### src/rtl/rr_mux_pkg.sv
// Shared definitions for the round-robin packet multiplexer: FSM state
// encoding, a lowest-set-bit picker and the beat-counter width helper.
package rr_mux_pkg;

    // Two-state lock FSM: IDLE requests arbitration, LOCK streams one channel.
    typedef enum logic {
        ST_IDLE = 1'b0,
        ST_LOCK = 1'b1
    } state_t;

    // Widest request vector the one-hot helper handles; callers zero-extend
    // into it and truncate the result back to their own width.
    localparam int ONEHOT_W = 32;

    // Isolate the lowest set bit of a vector (two's-complement trick).
    // A zero input returns zero.
    function automatic logic [ONEHOT_W-1:0] f_lowest_onehot(
        input logic [ONEHOT_W-1:0] v
    );
        return v & (~v + ONEHOT_W'(1));
    endfunction

    // Counter wide enough to hold the value max_burst itself, so the counter
    // can sit at the limit after a truncating release.
    function automatic int f_cnt_width(input int max_burst);
        return (max_burst < 1) ? 1 : $clog2(max_burst + 1);
    endfunction

endpackage

### src/rtl/rr_out_reg.sv
// One-entry valid/ready register slice. Full throughput: a new word may be
// loaded in the same cycle the held word is taken downstream.
//
// Handshake: a word moves across an interface on a rising clock edge where
// valid and ready are both high. Valid, once raised, holds its word stable
// until that transfer; ready may depend combinationally on the downstream
// ready (o_ready = ~o_valid | i_ready).
module rr_out_reg #(
    parameter int WIDTH = 33
) (
    input  logic             sys_clk_i,
    input  logic             rst_i,
    input  logic             i_valid,
    output logic             o_ready,
    input  logic [WIDTH-1:0] i_data,
    output logic             o_valid,
    input  logic             i_ready,
    output logic [WIDTH-1:0] o_data
);

    logic             r_valid;
    logic [WIDTH-1:0] r_data;

    assign o_ready = ~r_valid | i_ready;
    assign o_valid = r_valid;
    assign o_data  = r_data;

    // Load on upstream transfer; empty when drained without a refill.
    always_ff @(posedge sys_clk_i or posedge rst_i) begin
        if (rst_i) begin
            r_valid <= 1'b0;
            r_data  <= '0;
        end else if (i_valid && o_ready) begin
            r_valid <= 1'b1;
            r_data  <= i_data;
        end else if (i_ready) begin
            r_valid <= 1'b0;
        end
    end

endmodule

### src/rtl/rr_packet_mux.sv
// Packet-level multiplexer sitting behind a round-robin arbiter. In IDLE it
// mirrors channel valids onto the arbiter request; a grant that matches a
// valid channel locks that channel, and its beats are forwarded through a
// one-entry output register until end-of-packet or MAX_BURST beats.
// REQUIRE_NUM must not exceed rr_mux_pkg::ONEHOT_W.
module rr_packet_mux
    import rr_mux_pkg::*;
#(
    parameter int REQUIRE_NUM = 4,
    parameter int DATA_WIDTH  = 32,
    parameter int MAX_BURST   = 16
) (
    input  logic                            sys_clk_i,
    input  logic                            rst_i,
    input  logic [REQUIRE_NUM-1:0]          s_valid_i,
    input  logic [REQUIRE_NUM*DATA_WIDTH-1:0] s_data_i,
    input  logic [REQUIRE_NUM-1:0]          s_last_i,
    output logic [REQUIRE_NUM-1:0]          s_ready_o,
    output logic [REQUIRE_NUM-1:0]          request_o,
    input  logic [REQUIRE_NUM-1:0]          respond_i,
    output logic                            m_valid_o,
    output logic [DATA_WIDTH-1:0]           m_data_o,
    output logic                            m_last_o,
    input  logic                            m_ready_i,
    output logic [REQUIRE_NUM-1:0]          lock_ch_o,
    output logic                            trunc_o
);

    localparam int                CNT_W   = f_cnt_width(MAX_BURST);
    localparam logic [CNT_W-1:0]  CNT_MAX = CNT_W'(MAX_BURST);

    // Registered state
    state_t                   r_state;
    logic [REQUIRE_NUM-1:0]   r_lock;
    logic [CNT_W-1:0]         r_cnt;
    logic                     r_trunc;

    // Next-state values
    state_t                   w_state_nxt;
    logic [REQUIRE_NUM-1:0]   w_lock_nxt;
    logic [CNT_W-1:0]         w_cnt_nxt;
    logic                     w_trunc_nxt;

    // Datapath / decision wires
    logic [REQUIRE_NUM-1:0]   w_hit;
    logic [REQUIRE_NUM-1:0]   w_pick;
    logic                     w_sel_valid;
    logic                     w_sel_last;
    logic [DATA_WIDTH-1:0]    w_sel_data;
    logic                     w_out_free;
    logic                     w_accept;
    logic [CNT_W-1:0]         w_cnt_inc;
    logic                     w_at_limit;
    logic                     w_out_last;
    logic [DATA_WIDTH-1:0]    w_out_data;

    // A grant only counts for a channel that is actually presenting a beat;
    // if the arbiter hands back several bits the lowest index wins.
    assign w_hit  = respond_i & s_valid_i;
    assign w_pick = REQUIRE_NUM'(f_lowest_onehot(ONEHOT_W'(w_hit)));

    // Beat counting: the accept that brings the count to MAX_BURST closes the lock.
    assign w_cnt_inc  = r_cnt + CNT_W'(1);
    assign w_at_limit = (w_cnt_inc == CNT_MAX);

    // Only the locked channel may push into the output register.
    assign w_accept = (r_state == ST_LOCK) && w_sel_valid && w_out_free;

    // One-hot AND-OR select of the locked channel's valid, data and last.
    always_comb begin
        w_sel_valid = 1'b0;
        w_sel_last  = 1'b0;
        w_sel_data  = '0;
        for (int k = 0; k < REQUIRE_NUM; k++) begin
            if (r_lock[k]) begin
                w_sel_valid = w_sel_valid | s_valid_i[k];
                w_sel_last  = w_sel_last  | s_last_i[k];
                w_sel_data  = w_sel_data  | s_data_i[k*DATA_WIDTH +: DATA_WIDTH];
            end
        end
    end

    // Lock FSM: next state, lock vector, counter, truncation flag and the
    // combinational request/ready outputs.
    always_comb begin
        w_state_nxt = r_state;
        w_lock_nxt  = r_lock;
        w_cnt_nxt   = r_cnt;
        w_trunc_nxt = 1'b0;
        request_o   = '0;
        s_ready_o   = '0;
        unique case (r_state)
            ST_IDLE: begin
                // Held low during reset so every output reads zero.
                request_o = s_valid_i & ~{REQUIRE_NUM{rst_i}};
                if (|w_hit) begin
                    w_state_nxt = ST_LOCK;
                    w_lock_nxt  = w_pick;
                    w_cnt_nxt   = '0;
                end
            end
            ST_LOCK: begin
                s_ready_o = r_lock & {REQUIRE_NUM{w_out_free}};
                if (w_accept) begin
                    w_cnt_nxt = w_cnt_inc;
                    if (w_sel_last || w_at_limit) begin
                        // Last wins when it coincides with the limit.
                        w_state_nxt = ST_IDLE;
                        w_lock_nxt  = '0;
                        w_trunc_nxt = ~w_sel_last;
                    end
                end
            end
            default: begin
                w_state_nxt = ST_IDLE;
                w_lock_nxt  = '0;
            end
        endcase
    end

    // State, lock, counter and truncation pulse registers.
    always_ff @(posedge sys_clk_i or posedge rst_i) begin
        if (rst_i) begin
            r_state <= ST_IDLE;
            r_lock  <= '0;
            r_cnt   <= '0;
            r_trunc <= 1'b0;
        end else begin
            r_state <= w_state_nxt;
            r_lock  <= w_lock_nxt;
            r_cnt   <= w_cnt_nxt;
            r_trunc <= w_trunc_nxt;
        end
    end

    // Output stage carries {last, data}; it keeps draining after the lock
    // has already dropped back to IDLE.
    rr_out_reg #(
        .WIDTH (DATA_WIDTH + 1)
    ) u_out_reg (
        .sys_clk_i (sys_clk_i),
        .rst_i     (rst_i),
        .i_valid   (w_accept),
        .o_ready   (w_out_free),
        .i_data    ({w_sel_last, w_sel_data}),
        .o_valid   (m_valid_o),
        .i_ready   (m_ready_i),
        .o_data    ({w_out_last, w_out_data})
    );

    assign m_last_o  = w_out_last;
    assign m_data_o  = w_out_data;
    assign lock_ch_o = r_lock;
    assign trunc_o   = r_trunc;

endmodule

### config.mk
export PLATFORM = sky130hd
export DESIGN_NAME = rr_packet_mux
export DESIGN_NICKNAME = d
export VERILOG_FILES = /design/src/rtl/rr_mux_pkg.sv /design/src/rtl/rr_out_reg.sv /design/src/rtl/rr_packet_mux.sv
export SDC_FILE = /design/constraint.sdc
export NUM_CORES = 1
export LEC_CHECK = 0
export BUFFER_PORTS_ARGS = -buffer_cell sky130_fd_sc_hd__buf_2
export CAP_MARGIN = 10
export CORE_UTILIZATION = 35
export DETAILED_ROUTE_END_ITERATION = 7
export PLACE_DENSITY = 0.8
export SYNTH_ARGS = -nofsm -noshare
export SYNTH_HDL_FRONTEND = slang
export SYNTH_SLANG_ARGS = --single-unit
### constraint.sdc
create_clock -name sys_clk_i -period 2.6 [get_ports sys_clk_i]
set_clock_uncertainty 0.2 [all_clocks]
set_input_delay 0.26 -clock sys_clk_i [delete_from_list [all_inputs] [get_ports sys_clk_i]]
set_output_delay 0.26 -clock sys_clk_i [all_outputs]
set_load 0.03 [all_outputs]
==> results of run 1 <==
## logic make-up after synthesis
group                      count (synthesis)  synth area share, %
and+or+nand+nor                           58                 10.8
AOI/OAI and AO/OA                        124                 36.7
xor gates and xnor gates                   1                0.359
DFF                                       45                 46.2
adders and majority gates                  1                0.513
buffers and inverters                     27                 5.49
## worst max-delay path, stage by stage
cell           delay [ns]
dlygate4sd3_1        0.53
buf_2                0.14
nor2_1               0.19
and2_1               0.16
buf_2                0.19
## worst max path at each step
stage | start | endpoint | slack [ns] | depth (start not counted)
final | rst_i | request_o[3] | 0.67 | 5
after floorplan | lock_ch_o[1]$_DFFE_PP0P_ | lock_ch_o[2]$_DFFE_PP0P_ | 0.66 | 7
after global placement | lock_ch_o[0]$_DFFE_PP0P_ | lock_ch_o[3]$_DFFE_PP0P_ | 0.64 | 5
after global routing | lock_ch_o[1]$_DFFE_PP0P_ | u_out_reg.o_data[32]$_DFFE_PP0P_ | 0.55 | 6
after CTS | lock_ch_o[0]$_DFFE_PP0P_ | lock_ch_o[0]$_DFFE_PP0P_ | 0.65 | 5
after detailed placement | lock_ch_o[0]$_DFFE_PP0P_ | lock_ch_o[0]$_DFFE_PP0P_ | 0.69 | 5
## cell type report
type | count | area [µm²]
fillers | 629 | 3240
multi-input cells | 184 | 1180
flip-flops and latches | 45 | 1130
repair buffers | 198 | 1030
well taps | 80 | 100
clock buffers | 8 | 80.1
inverters | 2 | 7.51
## per-layer routing
metal  vias to the layer above  wire [µm]  global-route usage (%)
met5                         -          0                       0
met4                         0         61                    7.12
met3                         6        468                    3.02
met2                       140       3980                    37.0
met1                      1375       3250                    25.4
li1                       1361          -                       -
## cells in the mapped netlist (all sizes together)
master   number  share of area [%]
xor2          1               0.36
nand2b        1               0.26
a22oi        65                 20
o31ai         1               0.31
o21a          1               0.31
a22o          4                1.4
buf          11                3.0
and2          5                1.3
a221oi        1               0.36
dfrtp        45                 46
a211oi        1               0.31
nand3         4               0.82
o211a         1               0.41
a32o          2               0.82
nand2         7                1.1
nor2b         1               0.26
o2bb2ai       2               0.72
o21ai         7                1.4
nor2         35                5.7
and4          1               0.36
a21boi        1               0.31
and3          4                1.0
o211ai        2               0.62
clkbuf       14                2.2
a31oi        33                8.5
a21oi         2               0.41
a31o          1               0.72
ha            1               0.51
inv           2               0.31
## metrics by stage
| stage | power, mW | instance area [µm²] | hold slack (ns) | utilization, % | setup slack (ns) |
|---|---|---|---|---|---|
| after floorplan | 3.29 | 2440 | 0.211 | - | 0.657 |
| after global placement | 3.96 | 3430 | 0.245 | 50.8 | 0.636 |
| after detailed placement | 4.05 | 3430 | 0.258 | 50.8 | 0.687 |
| after CTS | 4.47 | 3520 | 0.0388 | 52.1 | 0.654 |
| after global routing | 4.78 | 3520 | 0.0639 | 52.1 | 0.552 |
| final | 4.44 | 3520 | 0.0516 | 52.1 | 0.669 |
## power by group through the flow
stage	Combinational, mW	Clock [mW]	Sequential (mW)
after floorplan	1.45	0	1.84
after global placement	2.70	0	1.26
after detailed placement	2.78	0	1.27
after CTS	2.78	0.432	1.26
after global routing	3.02	0.451	1.30
final	2.77	0.414	1.26
## flip-flops by register name, summed over array words and instances (netlist names)
name,cells
u_out_reg.o_valid,1
trunc_o,1
r_cnt,5
u_out_reg.o_data,33
r_state,1
lock_ch_o,4
==> results.md, run 1 <==
* Outcome: finished, final reports clean
* Leading cell type in the layout, fill and taps excluded: buf_2
* Synth cell types at 33
* Max VDD drop at 538 µV
* I/O pin total at 190
* Clk pwr share at 9.3%
* IO Port Bufs at 189
* Setup_tns at 0 ns
* Worst r2r path cells at 5
* Worst r2r src: lock_ch_o[0]$_DFFE_PP0P_
* DR DRC count at 0
* Setup violators final at 0
* Fin cells at 517
* Leak at 1.69 nW
* Die span in y at 85.5 µm
* Worst path required time at 2.14 ns
* Slew Limit Fails at 0
* Initial antenna violation count at 0
* Reg power frac at 28.3%
* Gr usage total at 20.7%
* Nets at 580
* Final Hold Viols at 0
* Standard-cell row count at 30
* Fmax at 518 MHz
* Synth-to-layout area growth at 44.4%
* Pwr/cell area at 1260 nW/µm²
* Hold_sp: respond_i[3]
* Diode count at 0
* Worst-skew pair later-pin latency at 0.29 ns
* Commonest cells after routing, fill and taps aside: buf_2, a22oi_1, dfrtp_1
* DIE AREA at 7300 µm²
* CTS tree: yes
* Die width at 85.5 µm
* DR WL/cell at 15.0 µm
* Net Switching at 2.23 mW
* Post_cts resized at 0
* Gate Count Post-Synth at 256
* Number of global-route vias before repair at 2588
* Mapped Area at 2440 µm²
* WL final at 7760 µm
* Crit end category: output pin
* R2R Setup Slk at 0.68 ns
* First-pass GRT wire length at 11900 µm
* Syn_area_per_cell at 9.52 µm²
* Maximum capacitance violations at 0
* Reg clk slew, reported paths at 0.08 ns
* Worst R2R End: lock_ch_o[0]$_DFFE_PP0P_
* Post-CTS setup buffers at 0
* Antenna viol nets, final at 0
* Worst Hold End: lock_ch_o[3]$_DFFE_PP0P_
* Initial drt markers at 131
* Core area at 6760 µm²
* Drt pass-1 iters at 7
* Net Sw Frac at 50.3%
* Ys Warns at 0
* Synth Net Count at 400
* Clock buffer depth at 2
* Relative slew slack at 61.3%
* Yosys reg bits at 45
* Slew @ Worst Pin at 0.581 ns
* Tcrit/Tclk final at 74.3%
* Power share of the combinational group at 62.3%
* Clk root buf: clkbuf_8
* Via-per-instance ratio at 5.57
* RePlAce Congestion at 0.853
* Initial Utilization at 36.1%
* Setup CP Type: in -> out
* Register area share after synthesis at 46.2%
* RSZ-0062 raised after global routing: no
* Crit path max fanout at 4
* Placed insts at 508
* Post-DP HPWL at 5700 µm
* Pin count of the biggest net entering global routing at 68
* Hold path cells at 3
* CTS Sinks at 45
* CTS Hold Bufs at 1
* H-tree levels at 2
* CTS Buf Count at 5
* Power Internal at 2.20 mW
* Layout cell share with drive strength beyond 1 at 47.1%
* Worst hold path type: in -> reg
* Vias at 2882
* Crit start category: primary input
* Worst EP arrival at 1.47 ns
* Post-route minimum period at 1.93 ns
* Gr ovfl total at 0
Note: power is estimated with default switching activity, not from simulation.
==> inputs of run 2 (changes only) <==
PLACE_DENSITY = 0.83   (was 0.8)
clock period = 1.62 ns   (was 2.6 ns; I/O delays follow)
==> results.md, run 2 (synthesized netlist as in run 1, its figures left out) <==
* H-tree levels at 2 (unchanged)
* Die width at 85.5 µm (unchanged)
* Drt pass-1 iters at 5 (-2)
* CP cell instances: buf_2, dlygate4sd3_1, nand2_1, a31oi_4, nor2_4, a31o_4, a32o_1
* Synth-to-layout area growth at 78.5%
* Vias at 3254 (+13%)
* Worst-skew pair later-pin latency at 0.29 ns (about the same)
* DIE AREA at 7300 µm² (unchanged)
* Clk root buf: clkbuf_8
* Die span in y at 85.5 µm (unchanged)
* Total power at 8.45 mW (+90%)
* CTS tree: yes
* Post-layout instance area at 4350 µm² (+24%)
* RSZ-0062 raised after global routing: yes
* Initial Utilization at 36.1% (unchanged)
* Commonest cells after routing, fill and taps aside: buf_2, a22oi_1, dfrtp_1
* Final Hold Viols at 0 (unchanged)
* Initial drt markers at 142 (+8.4%)
* WL final at 10100 µm (+30%)
* Pin count of the biggest net entering global routing at 35 (-49%)
* Pwr/cell area at 1940 nW/µm² (+54%)
* I/O pin total at 190 (unchanged)
* Gr ovfl total at 0 (unchanged)
* CP top delay family: compound AO/OA/AOI/OAI gates
* Leak at 2.03 nW (+20%)
* Layout cell share with drive strength beyond 1 at 54.0% (+6.9 points)
* Post-route minimum period at 1.75 ns
* DR DRC count at 0 (unchanged)
* Crit end category: register
* Setup violators final at 47 (+47)
* Worst Setup Slack, final at -0.131 ns (-0.801 ns)
* Post-DP HPWL at 6340 µm (+11%)
* Crit path max fanout at 4 (unchanged)
* Register area at 1130 µm² (+0.56%)
* IO Port Bufs at 189 (unchanged)
* Slew Limit Fails at 0 (unchanged)
* Via-per-instance ratio at 5.65 (+1.3%)
* Crit start category: primary input
* Relative slew slack at 70.0% (+8.8 points)
* Area occupied by multi-input gates at 1300 µm² (+10%)
* Core area at 6760 µm² (unchanged)
* Worst path slowest cell: dlygate4sd3_1
* Initial antenna violation count at 0 (unchanged)
* Standard-cell row count at 30 (unchanged)
* Nets at 639 (+10%)
* Fmax at 571 MHz
* Worst EP arrival at 1.72 ns (+0.25 ns)
* Max reg flops at 33 (unchanged)
* Clock buffer depth at 2 (unchanged)
* Tcrit/Tclk final at 108%
* Max VDD drop at 913 µV (+70%)
* Worst path required time at 1.59 ns (-0.55 ns)
* Antenna viol nets, final at 0 (unchanged)
* Setup CP Type: in -> reg
* Number of fill cells in the layout at 539 (-14%)
* DR WL/cell at 17.5 µm (+17%)
* Dpl cell area at 3550 µm² (+3.4%)
* Maximum capacitance violations at 0 (unchanged)
* CTS Buf Count at 5 (unchanged)
* Worst hold path type: in -> reg
* CTS Sinks at 45 (unchanged)
* Gr usage total at 26.7% (+6.0 points)
* Violated checks: setup timing
* Outcome: complete, but fails checks
* Buf/Inv on CP at 2 (-1)
* Diode count at 0 (unchanged)
* Number of global-route vias before repair at 3256 (+26%)
* RePlAce Congestion at 0.798 (-6.4%)
* CP peak stage delay at 0.58 ns (+0.05 ns)
* Slew @ Worst Pin at 0.449 ns (-0.132 ns)
* First-pass GRT wire length at 15100 µm (+28%)
* Reg clk slew, reported paths at 0.09 ns (about the same)
* Leading cell type in the layout, fill and taps excluded: buf_2
* End-of-flow core utilization at 64.4% (+12 points)
[run 2: area by class of cell]
class | count | share of cell area, %
clock buffers | 7 | 1.98
well taps | 80 | 2.30
flip-flops and latches | 45 | 26.0
clock inverters | 1 | 0.690
repair buffers | 257 | 39.0
inverters | 2 | 0.173
multi-input cells | 184 | 29.8
[run 2: final timing paths]
kind,slack (ns),from,to,depth (start not counted)
worst max register to register,-0.11,lock_ch_o[1]$_DFFE_PP0P_,lock_ch_o[1]$_DFFE_PP0P_,5
worst min register to register,0.29,u_out_reg.o_data[32]$_DFFE_PP0P_,u_out_reg.o_data[32]$_DFFE_PP0P_,1
worst min-delay path,0.007,s_data_i[119],u_out_reg.o_data[23]$_DFFE_PP0P_,3
max in group asynchronous,0.49,rst_i,u_out_reg.o_data[26]$_DFFE_PP0P_,3
min in group asynchronous,0.20,rst_i,u_out_reg.o_valid$_DFFE_PP0P_,2
worst max-delay path,-0.13,respond_i[3],lock_ch_o[1]$_DFFE_PP0P_,7
[run 2: report_power, final]
part           internal (mW)  switching [mW]  leakage, nW  total [mW]
registers               1.70           0.382        0.527        2.09
clock network          0.503           0.364       0.0585       0.867
logic                   2.22            3.28         1.44        5.50
total                   4.42            4.03         2.03        8.45
[run 2: repair_timing]
action                     CTS  global route
pin swaps                    4            10
hold buffers                33             1
gates resized for setup     37            31
gates cloned                 1             0
setup endpoints to repair   52            55
buffers inserted             4             7
hold endpoints to repair    37             1
[run 2: worst min-delay path, stage by stage]
cell and delay, ns:
buf_2 0.08, a22oi_1 0.06, a31oi_1 0.16
[run 2: layer usage]
layer	part of all wire (%)	global-route usage, %	routed length [µm]	vias to the layer above
met5	0	0	0	-
met4	3.0	13.8	308	0
met3	7.2	6.23	727	34
met2	52	46.5	5270	197
met1	38	30.5	3790	1546
li1	-	-	-	1477
[run 2: through the flow]
stage / cells / hold slack, ns / setup WS [ns] / setup TNS (ns)
2_1_floorplan: 256 / 0.109 / -0.224 / -7.82
3_3_place_gp: 523 / -0.00221 / -0.0418 / -0.593
3_5_place_dp: 523 / 0.00231 / -0.129 / -2.50
4_1_cts: 569 / 0.00143 / -0.0804 / -0.232
5_1_grt: 576 / 0.00489 / -0.156 / -5.26
6_report: 576 / 0.00686 / -0.131 / -2.67
==> inputs of run 3 (changes only) <==
REMOVE_ABC_BUFFERS = 1   (was not set)
==> results.md, run 3 (synthesized netlist as in run 1, its figures left out) <==
* Outcome: complete, but fails checks
* Violated checks: hold timing, setup timing
* Antenna viol nets, final at 0 (unchanged)
* Leak at 2.06 nW (+1.5%)
* Setup CP Type: reg -> reg
* Clk root buf: clkbuf_8
* Max VDD drop at 839 µV (-8.1%)
* WL final at 10200 µm (+1.3%)
* Final Hold Viols at 1 (+1)
* Hold slack at -0.0113 ns (-0.0182 ns)
* Drt pass-1 iters at 5 (unchanged)
* Number of global-route vias before repair at 3226 (-0.92%)
* RSZ-0062 raised after global routing: yes
* Die width at 85.5 µm (unchanged)
* Clk pwr share at 9.4% (-0.9 points)
* Post-DP HPWL at 6190 µm (-2.4%)
* Synth-to-layout area growth at 80.8%
* CTS Buf Count at 5 (unchanged)
* R2R Setup Slk at -0.09 ns (+0.02 ns)
* CTS tree: yes
* Pin count of the biggest net entering global routing at 46 (+31%)
* End-of-flow core utilization at 65.2% (+0.81 points)
* Standard-cell row count at 30 (unchanged)
* Slew Limit Fails at 0 (unchanged)
* H-tree levels at 2 (unchanged)
* Crit path max fanout at 3 (-1)
* Worst path required time at 1.59 ns (about the same)
* Initial Utilization at 36.1% (unchanged)
* DIE AREA at 7300 µm² (unchanged)
* Setup violators final at 46 (-2.1%)
* Initial drt markers at 229 (+61%)
* Worst-skew pair later-pin latency at 0.30 ns (about the same)
* Total power at 8.01 mW (-5.2%)
* Pwr/cell area at 1820 nW/µm² (-6.3%)
* Die span in y at 85.5 µm (unchanged)
* Number of fill cells in the layout at 532 (-1.3%)
* Relative slew slack at 78.7% (+8.7 points)
* Post-route minimum period at 1.71 ns (-0.0397 ns)
* Tcrit/Tclk final at 106% (-2.5 points)
* DR WL/cell at 17.2 µm (-2.0%)
* Maximum capacitance violations at 0 (unchanged)
* Vias at 3328 (+2.3%)
* IO Port Bufs at 189 (unchanged)
* Reg power frac at 25.9% (+1.2 points)
* Power share of the combinational group at 64.7% (-0.4 points)
* Power Internal at 4.08 mW (-7.9%)
* Initial antenna violation count at 0 (unchanged)
* Net Switching at 3.94 mW (-2.2%)
* Area occupied by multi-input gates at 1230 µm² (-4.8%)
* Crit start category: register
* RePlAce Congestion at 0.879 (+10%)
* Reg clk slew, reported paths at 0.09 ns (about the same)
* Register area at 1130 µm² (-0.44%)
* Gr usage total at 26.5% (-0.22 points)
* Nets at 658 (+3.0%)
* First-pass GRT wire length at 15100 µm (-0.32%)
* Fmax at 584 MHz (+2.3%)
* Via-per-instance ratio at 5.59 (-0.99%)
* Gr ovfl total at 0 (unchanged)
* DR DRC count at 0 (unchanged)
* Net Sw Frac at 49.2% (+1.5 points)
* Worst EP arrival at 1.69 ns (-0.03 ns)
* Layout cell share with drive strength beyond 1 at 46.8% (-7.2 points)
* Crit end category: register
* Worst Setup Slack, final at -0.0916 ns (+0.0397 ns)
* Max reg flops at 33 (unchanged)
* CTS Sinks at 45 (unchanged)
* Worst hold path type: in -> reg
* Leading cell type in the layout, fill and taps excluded: buf_2
* Core area at 6760 µm² (unchanged)
* Diode count at 0 (unchanged)
* I/O pin total at 190 (unchanged)
* Commonest cells after routing, fill and taps aside: buf_2, a22oi_1, dlygate4sd3_1
* Clock buffer depth at 2 (unchanged)
* Slew @ Worst Pin at 0.318 ns (-0.131 ns)
run 3: what timing repair did:
item | in CTS | in global routing
hold buffers | 57 | 4
pin swaps | 4 | 4
setup endpoints to repair | 52 | 56
resized for setup | 18 | 28
cloned | 0 | 0
buffers inserted | 3 | 3
endpoints found under the hold margin | 72 | 4
run 3: power by group through the flow:
stage                     registers (mW)  logic, mW  clock network (mW)
after CTS                           2.03       4.94               0.772
after floorplan                     3.23       1.80                   0
after global placement              2.02       4.47                   0
final                               2.07       5.19               0.755
after global routing                2.14       5.53               0.832
after detailed placement            2.05       4.62                   0
run 3: cell type report:
cell class	instances	area share, %
timing repair buffer	276	41.8
multi-input combinational	184	28.0
sequential	45	25.6
tap	80	2.27
clock buffer	6	1.87
clock inverter	2	0.312
inverter	2	0.170
run 3: final timing paths:
| path | start | depth (start not counted) | endpoint |
|---|---|---|---|
| setup reg to reg | lock_ch_o[2]$_DFFE_PP0P_ | 5 | r_cnt[3]$_DFFE_PP0P_ |
| hold / removal | s_data_i[78] | 3 | u_out_reg.o_data[14]$_DFFE_PP0P_ |
| hold reg to reg | u_out_reg.o_data[32]$_DFFE_PP0P_ | 1 | u_out_reg.o_data[32]$_DFFE_PP0P_ |
| min in group asynchronous | rst_i | 4 | r_cnt[4]$_DFFE_PP0P_ |
| max in group asynchronous | rst_i | 4 | r_state$_DFF_PP0_ |
| setup / recovery | lock_ch_o[2]$_DFFE_PP0P_ | 5 | r_cnt[3]$_DFFE_PP0P_ |
run 3: worst max-delay path, cell delays in order, from the launching register on:
cell      delay, ns
dfrtp_1        0.42
a22o_1         0.27
buf_4          0.14
buf_4          0.12
o211ai_1       0.28
o21ai_0        0.15
run 3: through the flow:
step	std cells	setup TNS [ns]	cell area (µm²)	worst slack, ns	hold WS [ns]
detailed placement	520	-3.19	3520	-0.119	0.0263
global route	595	-3.99	4410	-0.164	0.00552
global placement	520	-1.12	3520	-0.0531	0.0218
finish	595	-1.49	4410	-0.0916	-0.0113
CTS	588	-0.170	4270	-0.0261	0.000883
floorplan	231	-62.78	2310	-1.70	0.113
run 3: metal layers:
layer | track usage (%) | up-vias | routed length, µm
met3 | 5.16 | 38 | 609
met5 | 0 | - | 0
met2 | 48.7 | 182 | 5500
met4 | 13.9 | 0 | 353
met1 | 28.5 | 1595 | 3770
li1 | - | 1513 | -
